===== src/rtl/cdb_pkg.sv =====
// Shared CDB types: broadcast packet layout and source indices.
// Used by cdb_wb_scheduler and wb_queue.
package cdb_pkg;

    localparam int XLEN        = 32;
    localparam int PRF_LEN     = 6;
    localparam int ROB_LEN     = 5;
    localparam int CDB_NUM_SRC = 4;

    typedef enum logic [1:0] {
        SRC_ALU,
        SRC_MUL,
        SRC_MEM,
        SRC_BR
    } cdb_src_e;

    typedef struct packed {
        logic [XLEN-1:0]    value;
        logic [PRF_LEN-1:0] dest_preg;
        logic [ROB_LEN-1:0] rob_idx;
        logic [XLEN-1:0]    pc;
        logic               has_dest;
        logic               br_direction;
        logic [XLEN-1:0]    br_target_pc;
        logic               br_mis_pred;
        logic               local_pred;
        logic               global_pred;
    } cdb_pkt_t;

endpackage


===== src/rtl/wb_queue.sv =====
// Per-FU writeback FIFO of CDB packets.
// Flush empties the queue in one edge.
module wb_queue
    import cdb_pkg::*;
#(
    parameter int Q_DEPTH = 2
) (
    input  logic     clk,
    input  logic     rst_n,
    input  logic     push,
    input  cdb_pkt_t push_pkt,
    input  logic     pop,
    input  logic     flush,
    output logic     full,
    output logic     empty,
    output cdb_pkt_t head
);

    localparam int AW = $clog2(Q_DEPTH);
    localparam logic [AW:0] DEPTH_C = Q_DEPTH[AW:0];

    cdb_pkt_t       r_mem [Q_DEPTH];
    logic [AW-1:0]  r_wr;
    logic [AW-1:0]  r_rd;
    logic [AW:0]    r_cnt;

    assign full  = (r_cnt == DEPTH_C);
    assign empty = (r_cnt == '0);
    assign head  = r_mem[r_rd];

    always_ff @(posedge clk) begin
        if (!rst_n || flush) begin
            r_wr  <= '0;
            r_rd  <= '0;
            r_cnt <= '0;
        end else begin
            if (push) r_wr <= r_wr + 1'b1;
            if (pop)  r_rd <= r_rd + 1'b1;
            case ({push, pop})
                2'b10:   r_cnt <= r_cnt + 1'b1;
                2'b01:   r_cnt <= r_cnt - 1'b1;
                default: r_cnt <= r_cnt;
            endcase
        end
    end

    always_ff @(posedge clk) begin
        if (push) r_mem[r_wr] <= push_pkt;
    end

endmodule


===== src/rtl/cdb_wb_scheduler.sv =====
// Round-robin writeback scheduler driving the registered CDB.
// Optional perf counters are built when CDB_PERF_CNT_EN is defined.
module cdb_wb_scheduler
    import cdb_pkg::*;
#(
    parameter int NUM_SRC = CDB_NUM_SRC,
    parameter int Q_DEPTH = 2,
    parameter int CNT_W   = 32
) (
    input  logic               clock,
    input  logic               reset_n,
    input  logic [NUM_SRC-1:0] src_valid,
    input  cdb_pkt_t           src_pkt [NUM_SRC],
    output logic [NUM_SRC-1:0] src_ready,
    input  logic               flush,
    output logic               cdb_valid,
    output cdb_pkt_t           cdb_pkt,
    output logic [NUM_SRC-1:0] cdb_src_sel,
    output logic [CNT_W-1:0]   perf_grant_cnt [NUM_SRC],
    output logic [CNT_W-1:0]   perf_conflict_cnt
);

    localparam int SEL_W = (NUM_SRC > 1) ? $clog2(NUM_SRC) : 1;

    logic [NUM_SRC-1:0] w_full;
    logic [NUM_SRC-1:0] w_empty;
    logic [NUM_SRC-1:0] w_push;
    logic [NUM_SRC-1:0] w_gnt_oh;
    cdb_pkt_t           w_head [NUM_SRC];
    logic [SEL_W-1:0]   w_gnt_idx;
    logic [SEL_W-1:0]   w_idx;
    logic               w_gnt_any;

    logic [SEL_W-1:0]   r_rr_ptr;
    logic               r_cdb_valid;
    cdb_pkt_t           r_cdb_pkt;
    logic [NUM_SRC-1:0] r_cdb_sel;

    // Readiness looks only at registered occupancy, never at this cycle's pop.
    assign src_ready = reset_n ? ~w_full : '0;
    assign w_push    = src_valid & src_ready & {NUM_SRC{~flush}};

    for (genvar g = 0; g < NUM_SRC; g++) begin : g_q
        wb_queue #(
            .Q_DEPTH (Q_DEPTH)
        ) u_q (
            .clk      (clock),
            .rst_n    (reset_n),
            .push     (w_push[g]),
            .push_pkt (src_pkt[g]),
            .pop      (w_gnt_oh[g]),
            .flush    (flush),
            .full     (w_full[g]),
            .empty    (w_empty[g]),
            .head     (w_head[g])
        );
    end

    // Scan downward so the last hit is the closest one at or above rr_ptr.
    always_comb begin
        w_gnt_any = 1'b0;
        w_gnt_idx = '0;
        w_idx     = '0;
        for (int k = NUM_SRC - 1; k >= 0; k--) begin
            w_idx = SEL_W'((int'(r_rr_ptr) + k) % NUM_SRC);
            if (!w_empty[w_idx]) begin
                w_gnt_any = 1'b1;
                w_gnt_idx = w_idx;
            end
        end
        if (flush) w_gnt_any = 1'b0;
    end

    always_comb begin
        w_gnt_oh = '0;
        if (w_gnt_any) w_gnt_oh[w_gnt_idx] = 1'b1;
    end

    always_ff @(posedge clock) begin
        if (!reset_n) begin
            r_rr_ptr    <= '0;
            r_cdb_valid <= 1'b0;
            r_cdb_pkt   <= '0;
            r_cdb_sel   <= '0;
        end else begin
            r_cdb_valid <= w_gnt_any;
            r_cdb_sel   <= w_gnt_oh;
            if (w_gnt_any) begin
                r_cdb_pkt <= w_head[w_gnt_idx];
                r_rr_ptr  <= SEL_W'((int'(w_gnt_idx) + 1) % NUM_SRC);
            end
        end
    end

    assign cdb_valid   = r_cdb_valid;
    assign cdb_pkt     = r_cdb_pkt;
    assign cdb_src_sel = r_cdb_sel;

`ifdef CDB_PERF_CNT_EN
    logic [CNT_W-1:0] r_gnt_cnt [NUM_SRC];
    logic [CNT_W-1:0] r_conf_cnt;
    logic             w_conflict;

    assign w_conflict = !flush && ($countones(~w_empty) >= 2);

    always_ff @(posedge clock) begin
        if (!reset_n) begin
            for (int i = 0; i < NUM_SRC; i++) r_gnt_cnt[i] <= '0;
            r_conf_cnt <= '0;
        end else begin
            for (int i = 0; i < NUM_SRC; i++) begin
                if (w_gnt_oh[i] && (r_gnt_cnt[i] != '1))
                    r_gnt_cnt[i] <= r_gnt_cnt[i] + 1'b1;
            end
            if (w_conflict && (r_conf_cnt != '1))
                r_conf_cnt <= r_conf_cnt + 1'b1;
        end
    end

    assign perf_grant_cnt    = r_gnt_cnt;
    assign perf_conflict_cnt = r_conf_cnt;
`else
    always_comb begin
        for (int i = 0; i < NUM_SRC; i++) perf_grant_cnt[i] = '0;
        perf_conflict_cnt = '0;
    end
`endif

endmodule

===== config.mk =====
export PLATFORM = sky130hd
export DESIGN_NAME = cdb_wb_scheduler
export DESIGN_NICKNAME = d
export VERILOG_FILES = /design/src/rtl/cdb_pkg.sv /design/src/rtl/wb_queue.sv /design/src/rtl/cdb_wb_scheduler.sv
export SDC_FILE = /design/constraint.sdc
export NUM_CORES = 1
export LEC_CHECK = 0
export CORE_UTILIZATION = 50
export DETAILED_ROUTE_END_ITERATION = 10
export MAX_ROUTING_LAYER = met4
export PLACE_DENSITY = 0.76
export SETUP_SLACK_MARGIN = 0.5
export SYNTH_ARGS = -nofsm -noshare
export SYNTH_HDL_FRONTEND = slang
export SYNTH_SLANG_ARGS = --single-unit

===== constraint.sdc =====
create_clock -name clock -period 14.3 [get_ports clock]
set_input_delay 2.145 -clock clock [delete_from_list [all_inputs] [get_ports clock]]
set_output_delay 2.145 -clock clock [all_outputs]
set_load 0.01 [all_outputs]

Word level (Yosys, flattened, before mapping)
Memories as Yosys holds them, arrays and structs flattened. A register that Yosys moved wholly into a read port is not among the register bits.
Index checks and enable logic that the tools add are counted.
- bits in registers: 135
- RAM bits: 896
- bits of input ports: 455
- output and inout bits: 281
- word-level logic and storage cells: 128
- memories: 4
- memories (memory ; depth ; width ; rd ports ; clocked after memory_dff ; wr ports ; line ; RTL):
    g_q[0].u_q.r_mem ; 2 ; 112 ; 1 ; 1 ; 1 ; wb_queue.sv:22 ; cdb_pkt_t r_mem [Q_DEPTH];
    g_q[1].u_q.r_mem ; 2 ; 112 ; 1 ; 1 ; 1 ; wb_queue.sv:22 ;
    g_q[2].u_q.r_mem ; 2 ; 112 ; 1 ; 1 ; 1 ; wb_queue.sv:22 ;
    g_q[3].u_q.r_mem ; 2 ; 112 ; 1 ; 1 ; 1 ; wb_queue.sv:22 ;
- add/sub/neg operators: 20
- order comparisons: 7
- eq/ne operators: 12
- muxes and demuxes: 44
- bitwise operators: 5
- reductions and logical operators: 11
- operators with widths (cell ; number):
    binary-select mux 112 bit (select 2 bit) ; 1
    two-way mux 112 bit ; 2
    two-way mux 1 bit ; 26
    == test 2 bit (second input constant) ; 8
    case mux 2 bit (2 select lines) ; 4
    less-than comparator 2 x 3 -> 1 bit (second input constant) ; 5
    adder 2 x 1 -> 2 bit (second input constant) ; 6
    adder 1 bit (second input constant) ; 8
    bitwise AND 4 bit ; 2
    binary-select mux 1 bit (select 2 bit) ; 4
    == test 2 x 1 -> 1 bit (second input constant) ; 4
    logical NOT 2 bit ; 4
    two-way mux 2 bit ; 4
    two-way mux 4 bit ; 2
    nonzero test 2 bit ; 4
    subtractor 2 x 1 -> 2 bit (second input constant) ; 4
    adder 2 bit (second input constant) ; 2
    inverter 4 bit ; 1
    greater-or-equal comparator 3 bit (second input constant) ; 1
    inverter 2 -> 3 bit ; 1
    demux 1 bit (select 2 bit) ; 1
    greater-or-equal comparator 2 x 1 -> 1 bit (second input constant) ; 1
    logical AND 1 bit ; 1
    logical NOT 1 bit ; 1
    2 further kinds ; 2

Depth between registers and ports, before layout
Gate-level depths: netlist of the first run.
- depth after elaboration: 14
- depth in mapped cells: 13

Cells and area by module
Synthesis of the first run repeated with hierarchy kept, for this count alone.
- cells, all modules: 2990
- area total of the unflattened synthesis: 44214.9 µm²
- by module, submodules not included (module ; times used ; cells each ; area an instance (µm²)):
    wb_queue ; 4 ; 371 ; 8279.2
    cdb_wb_scheduler ; 1 ; 1506 ; 11098.1

Least setup slack after synthesis of the first run
No wires, ideal clock.
- kind: input to register
- start: in reset_n
- end: mem g_q[0].u_q.r_mem[0][0] in the netlist's numbering (enable)
- setup time: 0.585 ns
- arrival: 7.595 ns
- data required time: 13.715 ns
- setup slack: 6.120 ns
- stages: 5
- path buffers: 1
- cells stage by stage: clkbuf_1 inv_1 nor2_1 nand3_1 nor2_1
- word-level cells in the longest chain between the ends: 5
- RTL lines (element ; line ; RTL):
    from (decl) ; cdb_wb_scheduler.sv:11 ; input logic reset_n,
    two-way mux 4 bit ; cdb_wb_scheduler.sv:40 ; assign src_ready = reset_n ? ~w_full : '0;
    bitwise AND 4 bit (2 in series) ; cdb_wb_scheduler.sv:41 ; assign w_push = src_valid & src_ready & {NUM_SRC{~flush}};
    two-way mux 1 bit ; wb_queue.sv:48 ; if (push) r_mem[r_wr] <= push_pkt;
    two-way mux 1 bit (implied by the code) ; wb_queue.sv:48 ;
    to (decl) ; wb_queue.sv:22 ;
Every way passes these cells.

==> results of run 1 <==
[critical path, delay by kind of cell]
kind	cells	cell delay, ns
buffers and inverters	3	1.97
AOI/OAI and AO/OA	3	1.01
and+or+nand+nor	1	0.73
[kinds of logic after synthesis]
logic type / Yosys count / share of synthesized area, %
AND/OR/NAND/NOR: 288 / 3.742
XOR/XNOR: 12 / 0.2531
adder cells (fa/ha/maj): 4 / 0.1205
multiplexers: 361 / 9.114
other: 1 / 0.009030
flip-flops: 1035 / 71.49
buffers and inverters: 366 / 4.793
AO/OA/AOI/OAI: 574 / 10.48
[worst paths after layout]
check,start,endpoint,cells past startpoint
max reg2reg,g_q[0].u_q.r_cnt[0],g_q[3].u_q.r_cnt[1],8
max,reset_n,cdb_pkt[109],7
min reg2reg,g_q[1].u_q.r_rd,register,2
min,g_q[1].u_q.r_rd,register,2
[cell type report]
| type | instances | area, um^2 | area share (%) |
|---|---|---|---|
| antenna | 77 | 192.7 | 0.3738 |
| clock buffer | 138 | 2879 | 5.584 |
| clock inverter | 57 | 749.5 | 1.454 |
| inverter | 5 | 18.77 | 0.03640 |
| multi-input combinational | 1399 | 10620 | 20.60 |
| sequential | 1035 | 29700 | 57.62 |
| tap | 1070 | 1339 | 2.597 |
| timing repair buffer | 615 | 6053 | 11.74 |
[Yosys cell counts]
cell	instances	area (um^2)
nor4_1	3	18.77
or3_1	4	25.02
a2111o_1	1	11.26
o2111a_1	1	11.26
nand2b_1	5	31.28
nor3_1	91	455.4
nand2_1	5	18.77
inv_1	5	18.77
a211oi_1	174	1306
ha_1	4	50.05
buf_4	160	1201
xor2_1	4	35.03
a31o_2	2	17.52
o31ai_1	4	30.03
o31a_1	87	762.0
mux2_2	137	1543
a31oi_1	3	18.77
a21oi_1	14	70.07
or4_1	5	37.54
nor4_2	1	12.51
or2_1	1	6.260
a211o_1	1	8.760
a221oi_1	112	980.9
nor2_1	26	97.59
a21o_1	87	653.1
xnor2_1	8	70.07
mux2i_1	224	2242
and2_1	4	25.02
nor2b_1	87	544.3
o21bai_1	2	15.01
o21ai_0	81	405.4
conb_1	1	3.750
o211ai_1	1	7.510
edfxtp_1	896	26910
dfxtp_1	139	2783
a2111oi_4	1	27.53
buf_1	12	45.04
clkbuf_1	176	660.6
o21ba_1	1	10.01
or2_2	1	6.260
buf_2	13	65.06
a311oi_1	1	8.760
nand3_1	55	275.3
o2111ai_1	1	8.760
[where the power goes]
part | internal [mW] | switching [mW] | total (mW)
combinational | 0.255 | 0.293 | 0.548
clock | 1.69 | 1.14 | 2.84
sequential | 3.36 | 0.0363 | 3.40
[layout by cell type (no fill, tap or decap), types with 16 or more instances in the layout]
cell,instances
edfxtp_1,896
clkdlybuf4s50_1,574
mux2i_1,224
a211oi_1,174
conb_1,160
mux2_2,137
dfxtp_1,135
a221oi_1,112
clkbuf_16,103
nor3_1,91
nor2b_1,87
a21o_1,87
o31a_1,87
o21ai_0,81
diode_2,77
nand3_1,55
buf_4,41
clkbuf_1,18
nor2_1,17
clkbuf_8,17
clkinv_2,16
[metal layers]
metal,GRT usage [%],vias to the layer above,routed length (um)
li1,-,11248,-
met1,30.81,12753,42040
met2,46.44,1246,59800
met3,6.363,236,8954
met4,14.69,0,4977
met5,-,-,0
[registers in the layout, summed over array words and instances, names as in the netlist, named ones only]
| register | flops |
|---|---|
| g_q.u_q.r_mem | 896 |
| g_q.u_q.r_rd | 4 |
| cdb_pkt | 112 |
| g_q.u_q.r_cnt | 8 |
| cdb_valid | 1 |
| g_q.u_q.r_wr | 4 |
| r_rr_ptr | 2 |
| cdb_src_sel | 4 |
[metrics by stage]
stage | power [mW] | cells | hold WS [ns] | cell area, um^2
floorplan | 3.726 | 2800 | 0.4628 | 42130
global placement | 3.986 | 4124 | 0.4579 | 47730
detailed placement | 4.003 | 4124 | 0.4757 | 47730
CTS | 6.815 | 4319 | 0.4874 | 51360
global route | 6.959 | 4391 | 0.5242 | 51540
finish | 6.779 | 4396 | 0.4829 | 51550
==> results.py, run 1 <==
metrics = {
    "timing": {
        "setup_viol": 0,
        "finalHoldViolations": 0,
        "slew_headroom_pct": 11.38,
        "post-route-min-period_ns": 5.541,
        "skew_ns": 0.03359,
        "worstMarginPinSlew_ns": 1.329,
        "final.setup.worst_slack_ns": 8.759,
        "fin_crit_sh_pct": 38.75,
        "fin_tns_setup_ns": 0,
        "fmax_mhz": 180.5,
        "slew_violations": 0,
        "rsz0062_at_grt": "no",
    },
    "critical_path": {
        "cp.arrival_ns": 6.15,
        "worstPathMaxFanout": 77,
        "crit_top_cell": "buf_4",
        "critPathCaptureType": "register",
        "cp_cell_sequence": "buf_4 -> buf_4 -> nand2b_1 -> a31oi_4 -> buf_4 -> a21o_1 -> o31a_1",
        "cp_slowest_stage_delay_ns": 0.83,
        "regToRegSetupSlack_ns": 10.23,
        "cpMaxStageDelayCell": "buf_4",
        "worstPathRequired_ns": 14.90,
        "worst-setup-path-type": "input port to register",
        "critPathLaunchType": "input port",
    },
    "drt": {
        "drt_iter0_drc": 1826,
        "final_antenna_net_count": 0,
        "drc": 0,
        "routed_wl_um": 115800,
        "avgRoutedWirePerCell_um": 26.34,
        "drtPass1Iterations": 9,
        "vias_per_cell": 5.797,
        "via_count": 25483,
    },
    "clocking": {
        "cts.repair.resized": 0,
        "path_clk_slew_ns": 0.07,
        "root_buffer": "clkbuf_16",
        "clock_latency_ns": 0.66,
        "ctsHoldBuffers": 0,
        "cts_tree": "built",
        "htreeDepth": 3,
        "clock-sinks": 1035,
        "clockBufferDepth": 3,
        "post_cts_buffers": 0,
        "cts_made_buffers": 103,
    },
    "job": {
        "cap_violations": 0,
    },
    "grt": {
        "grt_usage_pct": 27.71,
        "antenna_found_initial": 72,
        "grt_max_degree": 103,
        "grt.overflow.total": 0,
        "grt_pass1_wl_um": 166800,
        "grt_pass1_vias": 25649,
    },
    "placement": {
        "pre_cts_slack_ns": 8.165,
        "gp_congestion": 0.8942,
        "io_buffer_count": 575,
        "place_hpwl_um": 76710,
    },
    "yosys": {
        "ys_types": 44,
        "synth-seq-cells": 1035,
        "syn_area_per_cell_um2": 15.73,
        "synth_warnings": 0,
        "ys_seq_area_share_pct": 71.49,
        "syn_inst": 2641,
        "syn_area_um2": 41530,
    },
    "power": {
        "p_leak_nw": 17.17,
        "ir_drop_uv": 97.97,
        "p_per_area_nw_per_um2": 131.5,
    },
    "floorplan": {
        "io_pins": 736,
        "die_y_um": 290.2,
        "die_area_um2": 84220,
        "core_area_um2": 82110,
        "placementRows": 105,
        "fp.dieW_um": 290.2,
        "start_util_pct": 50.58,
    },
    "finish": {
        "drive_above_1_share_pct": 11.23,
        "syn_to_final_growth_pct": 24.14,
        "nFillCells": 5806,
        "fin_util_pct": 62.79,
        "nNetsFinal": 3618,
    },
    "outcome": {
        "outcome": "complete, no violations",
    },
    "min_path": {
        "hold_class": "register to register",
    },
}
No activity file was read; power rests on OpenSTA's default activity.
==> run 2: changes to the inputs <==
CORE_UTILIZATION = 48   (was 50)
PLACE_DENSITY = 0.77   (was 0.76)
clock period = 4.73 ns   (was 14.3 ns; I/O delays follow)
==> results.py, run 2 (synthesized netlist as in run 1, its figures left out) <==
metrics = {
    "outcome": {
        "outcome": "complete, no violations",
    },
    "placement": {
        "dp.cells": 4208,
        "place_area_um2": 48160,
        "gp_congestion": 0.8668,
        "io_buffer_count": 575,
        "place_hpwl_um": 75570,
        "pre_cts_slack_ns": 1.175,
    },
    "clocking": {
        "clock-sinks": 1035,
        "cts.repair.resized": 0,
        "htreeDepth": 3,
        "post_cts_buffers": 0,
        "cts_tree": "built",
        "ctsHoldBuffers": 0,
        "clock_latency_ns": 0.69,
        "cts_made_buffers": 104,
        "path_clk_slew_ns": 0.07,
        "clockBufferDepth": 3,
        "root_buffer": "clkbuf_16",
    },
    "floorplan": {
        "core_area_um2": 85410,
        "fp.dieW_um": 296.1,
        "io_pins": 736,
        "die_y_um": 296.1,
        "placementRows": 107,
        "start_util_pct": 48.62,
        "die_area_um2": 87700,
    },
    "critical_path": {
        "worst-setup-path-type": "register to register",
        "worstPathMaxFanout": 23,
        "cp.arrival_ns": 4.03,
        "critPathCaptureType": "register",
        "worstPathRequired_ns": 5.30,
        "critPathLaunchType": "register",
    },
    "drt": {
        "top_layer": "met4",
        "drtPass1Iterations": 6,
        "wl_met3_um": 8815,
        "wl_met1_um": 44340,
        "wl_met2_um": 60140,
        "drt_iter0_drc": 2050,
        "vias_per_cell": 5.816,
        "final_antenna_net_count": 0,
        "drc": 0,
        "via_count": 25922,
        "avgRoutedWirePerCell_um": 26.61,
        "routed_wl_um": 118600,
    },
    "job": {
        "cap_violations": 0,
    },
    "finish": {
        "syn_to_final_growth_pct": 24.91,
        "final_cell_mix": "edfxtp_1, clkdlybuf4s50_1, mux2i_1",
        "stdcell_count": 4457,
        "drive_above_1_share_pct": 11.53,
        "regMostFlops": "g_q.u_q.r_mem",
        "nNetsFinal": 3629,
        "fin_area_um2": 51880,
        "largest_reg_flops": 896,
        "final_common_cell": "edfxtp_1",
    },
    "power": {
        "p_leak_nw": 17.25,
        "p_per_area_nw_per_um2": 394.3,
        "ir_drop_uv": 321.8,
    },
    "min_path": {
        "hold_class": "register to register",
    },
    "timing": {
        "final.setup.worst_slack_ns": 1.267,
        "fin_crit_sh_pct": 73.22,
        "setup_viol": 0,
        "skew_ns": 0.04865,
        "fmax_mhz": 288.8,
        "worstMarginPinSlew_ns": 1.239,
        "post-route-min-period_ns": 3.463,
        "slew_headroom_pct": 17.40,
        "finalHoldViolations": 0,
        "slew_violations": 0,
        "rsz0062_at_grt": "no",
    },
    "grt": {
        "grt_pass1_wl_um": 167600,
        "grt.overflow.total": 0,
        "grt_max_degree": 89,
        "grt_pass1_vias": 25657,
        "grt_usage_pct": 27.21,
        "antenna_found_initial": 49,
    },
}
==> run 2: cell types whose count changed in the layout (fill, tap and decap cells not counted), sizes merged <==
cell | before | now
diode | 77 | 52
clkbuf | 138 | 153
buf | 41 | 51
clkinv | 36 | 27
bufinv | 15 | 10
clkinvlp | 2 | 5
inv | 9 | 7
==> run 2: worst paths after layout <==
path                  startpoint          to  slack [ns]  cells after the start
max          g_q[1].u_q.r_cnt[0]  cdb_pkt[3]        1.27                      6
max reg2reg  g_q[1].u_q.r_cnt[0]  cdb_pkt[3]        1.27                      6
min reg2reg      g_q[3].u_q.r_rd    register        0.48                      2
min              g_q[3].u_q.r_rd    register        0.48                      2
==> run 2: area by class of cell <==
cell class / instances / area (um^2)
clock inverter: 44 / 625.6
multi-input combinational: 1399 / 10620
clock buffer: 153 / 2957
sequential: 1035 / 29700
timing repair buffer: 625 / 6391
fill: 6316 / 33540
antenna: 52 / 130.1
inverter: 5 / 18.77
tap: 1144 / 1431
==> run 2: per-stage QoR <==
step	hold slack, ns	total power [mW]	TNS [ns]	util [%]
floorplan	0.4628	11.25	-135.06	-
global placement	0.4684	12.12	0	56.39
detailed placement	0.4695	12.16	0	56.39
CTS	0.4818	20.55	0	60.58
global route	0.5158	21.01	0	60.72
finish	0.4792	20.46	0	60.73
==> run 2: where the power goes <==
group | total, mW | switching (mW) | internal (mW) | leakage [nW]
Combinational | 1.71 | 0.918 | 0.791 | 6.24
Sequential | 10.3 | 0.118 | 10.2 | 9.27
Clock | 8.48 | 3.55 | 4.93 | 1.73
Total | 20.5 | 4.59 | 15.9 | 17.2
==> run 2: critical path, stage by stage (launching register included) <==
cell      delay, ns
dfxtp_1        0.38
nor2_1         0.41
nand3_1        0.29
a31oi_4        1.06
nor2_1         0.52
buf_4          0.36
a221oi_1       0.32
==> run 2: routing by layer <==
layer | vias up | global-route usage, %
li1 | 11245 | -
met1 | 13002 | 32.37
met2 | 1416 | 44.76
met3 | 259 | 4.339
met4 | 0 | 14.11
met5 | - | -
==> RTL edit 1: new RTL, settings of run 1 <==
The option `CDB_PERF_CNT_EN` is turned on by a define.
--- a/src/rtl/cdb_wb_scheduler.sv
+++ b/src/rtl/cdb_wb_scheduler.sv
@@ -1,5 +1,7 @@
 // Round-robin writeback scheduler driving the registered CDB.
 // Optional perf counters are built when CDB_PERF_CNT_EN is defined.
+`define CDB_PERF_CNT_EN
+
 module cdb_wb_scheduler
     import cdb_pkg::*;
 #(
Function: not settled (the Yosys comparison gave no result); the edit may change what the design does.
==> RTL edit 1 against run 1 <==
- the flow now stops in detailed routing (5_2_route)
- synthesized cell count increased by 35%
- area after synthesis increased by 14%
- global-route usage increased by 1.2 points
==> RTL edit 1: results (changes against run 1) <==
| Metric | Value |
|---|---|
| Status | `stopped before the end (was finished, final reports clean)` |
| Failed at | `detailed routing (5_2_route)` |
| Tool Error | `[ERROR DRT-0255] Maze Route cannot find path of net clock in worker of routeBox ( 289800 144900 ) ( 309745 193200 ).` |
| Largest net degree at the start of global routing | `133 (was 103)` |
| Clock root buffer | `clkbuf_16 (unchanged)` |
| Post-synth EDFFs | `896 (unchanged)` |
| Cts repair resizes | `0 (unchanged)` |
| Largest cells by area after synthesis | `edfxtp_1, dfxtp_1, mux2i_1 (unchanged)` |
| DP Wirelength | `89900 um (was 76700 um)` |
| Yosys cell types | `65 (was 44)` |
| Initial antenna violation count | `68 (was 72)` |
| Global-route wire length before repair | `199000 um (was 167000 um)` |
| Seq/Total Area, Yosys | `0.695 (was 0.715)` |
| Yosys warnings | `0 (unchanged)` |
| Cts hold-fix bufs | `0 (unchanged)` |
| Synth cell count leaders | `edfxtp_1, mux2i_1, nand2_1, dfxtp_1, a21oi_1 (was edfxtp_1, mux2i_1, clkbuf_1, a211oi_1, buf_4)` |
| Seq cells post-synth | `1195 (was 1035)` |
| Post-Syn Nets | `4038` |
| CTS max path bufs | `3 (unchanged)` |
| Pre-CTS WS | `7.84 ns (was 8.16 ns)` |
| Num CTS Buffers | `118 (was 103)` |
| IO Port Bufs | `735 (was 575)` |
| Postcts setup bufs | `0 (unchanged)` |
| Post-synth ARST share | `0 (unchanged)` |
| Total GRT Usage | `0.289 (was 0.277)` |
| Vias in the first global route | `31.3k (was 25.6k)` |
| RePlAce Congestion | `0.875 (was 0.894)` |
| H-Tree Depth | `3 (unchanged)` |
[RTL edit 1: through the flow]
step | hold slack, ns | std cells | utilization | instance area [um^2]
detailed placement | 0.488 | 5400 | 0.597 | 55900
global route | 0.525 | 5692 | 0.643 | 60200
global placement | 0.475 | 5400 | 0.597 | 55900
CTS | 0.497 | 5624 | 0.642 | 60100
floorplan | 0.472 | 3570 | - | 47400
[RTL edit 1: cell families after synthesis]
group	after synthesis	synth area share
AO/OA/AOI/OAI	574	0.0651
adder cells (fa/ha/maj)	13	0.00344
multiplexers	460	0.0978
XOR/XNOR	123	0.0228
buffers and inverters	224	0.0191
flip-flops	1195	0.695
AND/OR/NAND/NOR	981	0.0973
[RTL edit 1: layer usage]
layer / global-route usage
met1: 0.344
met3: 0.0592
met5: -
met2: 0.465
met4: 0.149
==> RTL edit 2: new RTL, flow settings as in run 1 <==
Without the edit above. Set the package constant `ROB_LEN` to 6 (it was 5).
--- a/src/rtl/cdb_pkg.sv
+++ b/src/rtl/cdb_pkg.sv
@@ -4,7 +4,7 @@
 
     localparam int XLEN        = 32;
     localparam int PRF_LEN     = 6;
-    localparam int ROB_LEN     = 5;
+    localparam int ROB_LEN     = 6;
     localparam int CDB_NUM_SRC = 4;
 
     typedef enum logic [1:0] {
Interface: changed (resized cdb_pkt and src_pkt); port bits go from 736 to 741. The function was not compared with the original's and may differ.
==> RTL edit 2 against run 1 <==
- clock skew shrank 0.0043 ns
- area after synthesis grew 0.88%
- non-clock buffer count grew 6
- setup slack gained 0.060 ns
- sequential cell count grew 9
- design area grew 0.27%
- routed wire length grew 3.3%
- total power shrank 1.5%
- largest power group unchanged
==> RTL edit 2: results (changes against run 1) <==
| Metric | Value |
|---|---|
| ANT cells | `72 (was 77)` |
| Worst setup endpoint | `src_ready[3] (was cdb_pkt[109])` |
| Global routing usage on met1 | `0.330 (was 0.308)` |
| Max reg flops | `904 (was 896)` |
| Slowest CP cell | `clkdlybuf4s50_1 (was buf_4)` |
| Max incr delay on CP | `0.55 ns (was 0.83 ns)` |
| Area added between synthesis and finish | `23.4% (was 24.1%)` |
| Min-delay src | `g_q[0].u_q.r_rd (was g_q[1].u_q.r_rd)` |
| Status | `finished, final reports clean (unchanged)` |
| Wirelength, routed | `120000 um (was 116000 um)` |
| Tightest hold margin | `0.487 ns (was 0.483 ns)` |
| R2R Setup Slk | `9.62 ns (was 10.23 ns)` |
| Placed cells | `4149 (was 4124)` |
| Lkg Pwr | `0.0172 uW (about the same)` |
| Global-route wire length before repair | `173000 um (was 167000 um)` |
| Pre-CTS WS | `8.11 ns (was 8.16 ns)` |
| Seq/Total Area, Yosys | `0.715 (about the same)` |
| WL met1 | `43500 um (was 42000 um)` |
| Placed inst area | `48100 um^2 (was 47700 um^2)` |
| Largest cells by area after synthesis | `edfxtp_1, dfxtp_1, mux2i_1 (unchanged)` |
| Comb_multi_in | `1409 (was 1399)` |
| DR vias/cell | `5.87 (was 5.80)` |
| Vias in the first global route | `26.2k (was 25.6k)` |
| FFs & Latches | `1044 (was 1035)` |
| Maximum net fanout on the critical path | `48 (was 77)` |
| Per-cell routed wire length | `27.1 um (was 26.3 um)` |
| Yosys cell types | `45 (was 44)` |
| NumNets Final | `3647 (was 3618)` |
| Synth cell count leaders | `edfxtp_1, mux2i_1, a211oi_1, clkbuf_1, buf_4 (was edfxtp_1, mux2i_1, clkbuf_1, a211oi_1, buf_4)` |
| Mean Syn Cell Area | `15.7 um^2 (about the same)` |
| Nonclk buf count | `621 (was 615)` |
| Clk_skew | `0.0293 ns (was 0.0336 ns)` |
| DP Wirelength | `79400 um (was 76700 um)` |
| IO Port Bufs | `580 (was 575)` |
| DRT iter0 DRCs | `2152 (was 1826)` |
| RePlAce Congestion | `0.936 (was 0.894)` |
==> RTL edit 2: cell count changes after synthesis, sizes merged <==
cell,delta
a21o,-1
a221oi,+1
o31a,-1
nand3,+4
mux2i,+2
edfxtp,+8
nor2b,-1
clkbuf,-6
a211oi,-2
nor3,-1
mux2,+3
buf,+7
dfxtp,+1
o21ai,+6
==> RTL edit 2: worst reg2reg max path: cells and delay by family, from the launching register on <==
kind	cells	cell delay, ns
AND/OR/NAND/NOR	3	1.53
AO/OA/AOI/OAI	2	0.36
buffers and inverters	4	2.31
flip-flops	1	0.38
==> RTL edit 2: logic make-up after synthesis <==
family                     after synthesis  synth area share
DFF                                   1044             0.715
AOI/OAI and AO/OA                      577             0.104
buffers and inverters                  367            0.0479
muxes                                  366            0.0916
and+or+nand+nor                        290            0.0376
xor gates and xnor gates                12           0.00251
adders and majority gates                4           0.00119
other                                    1         0.0000895
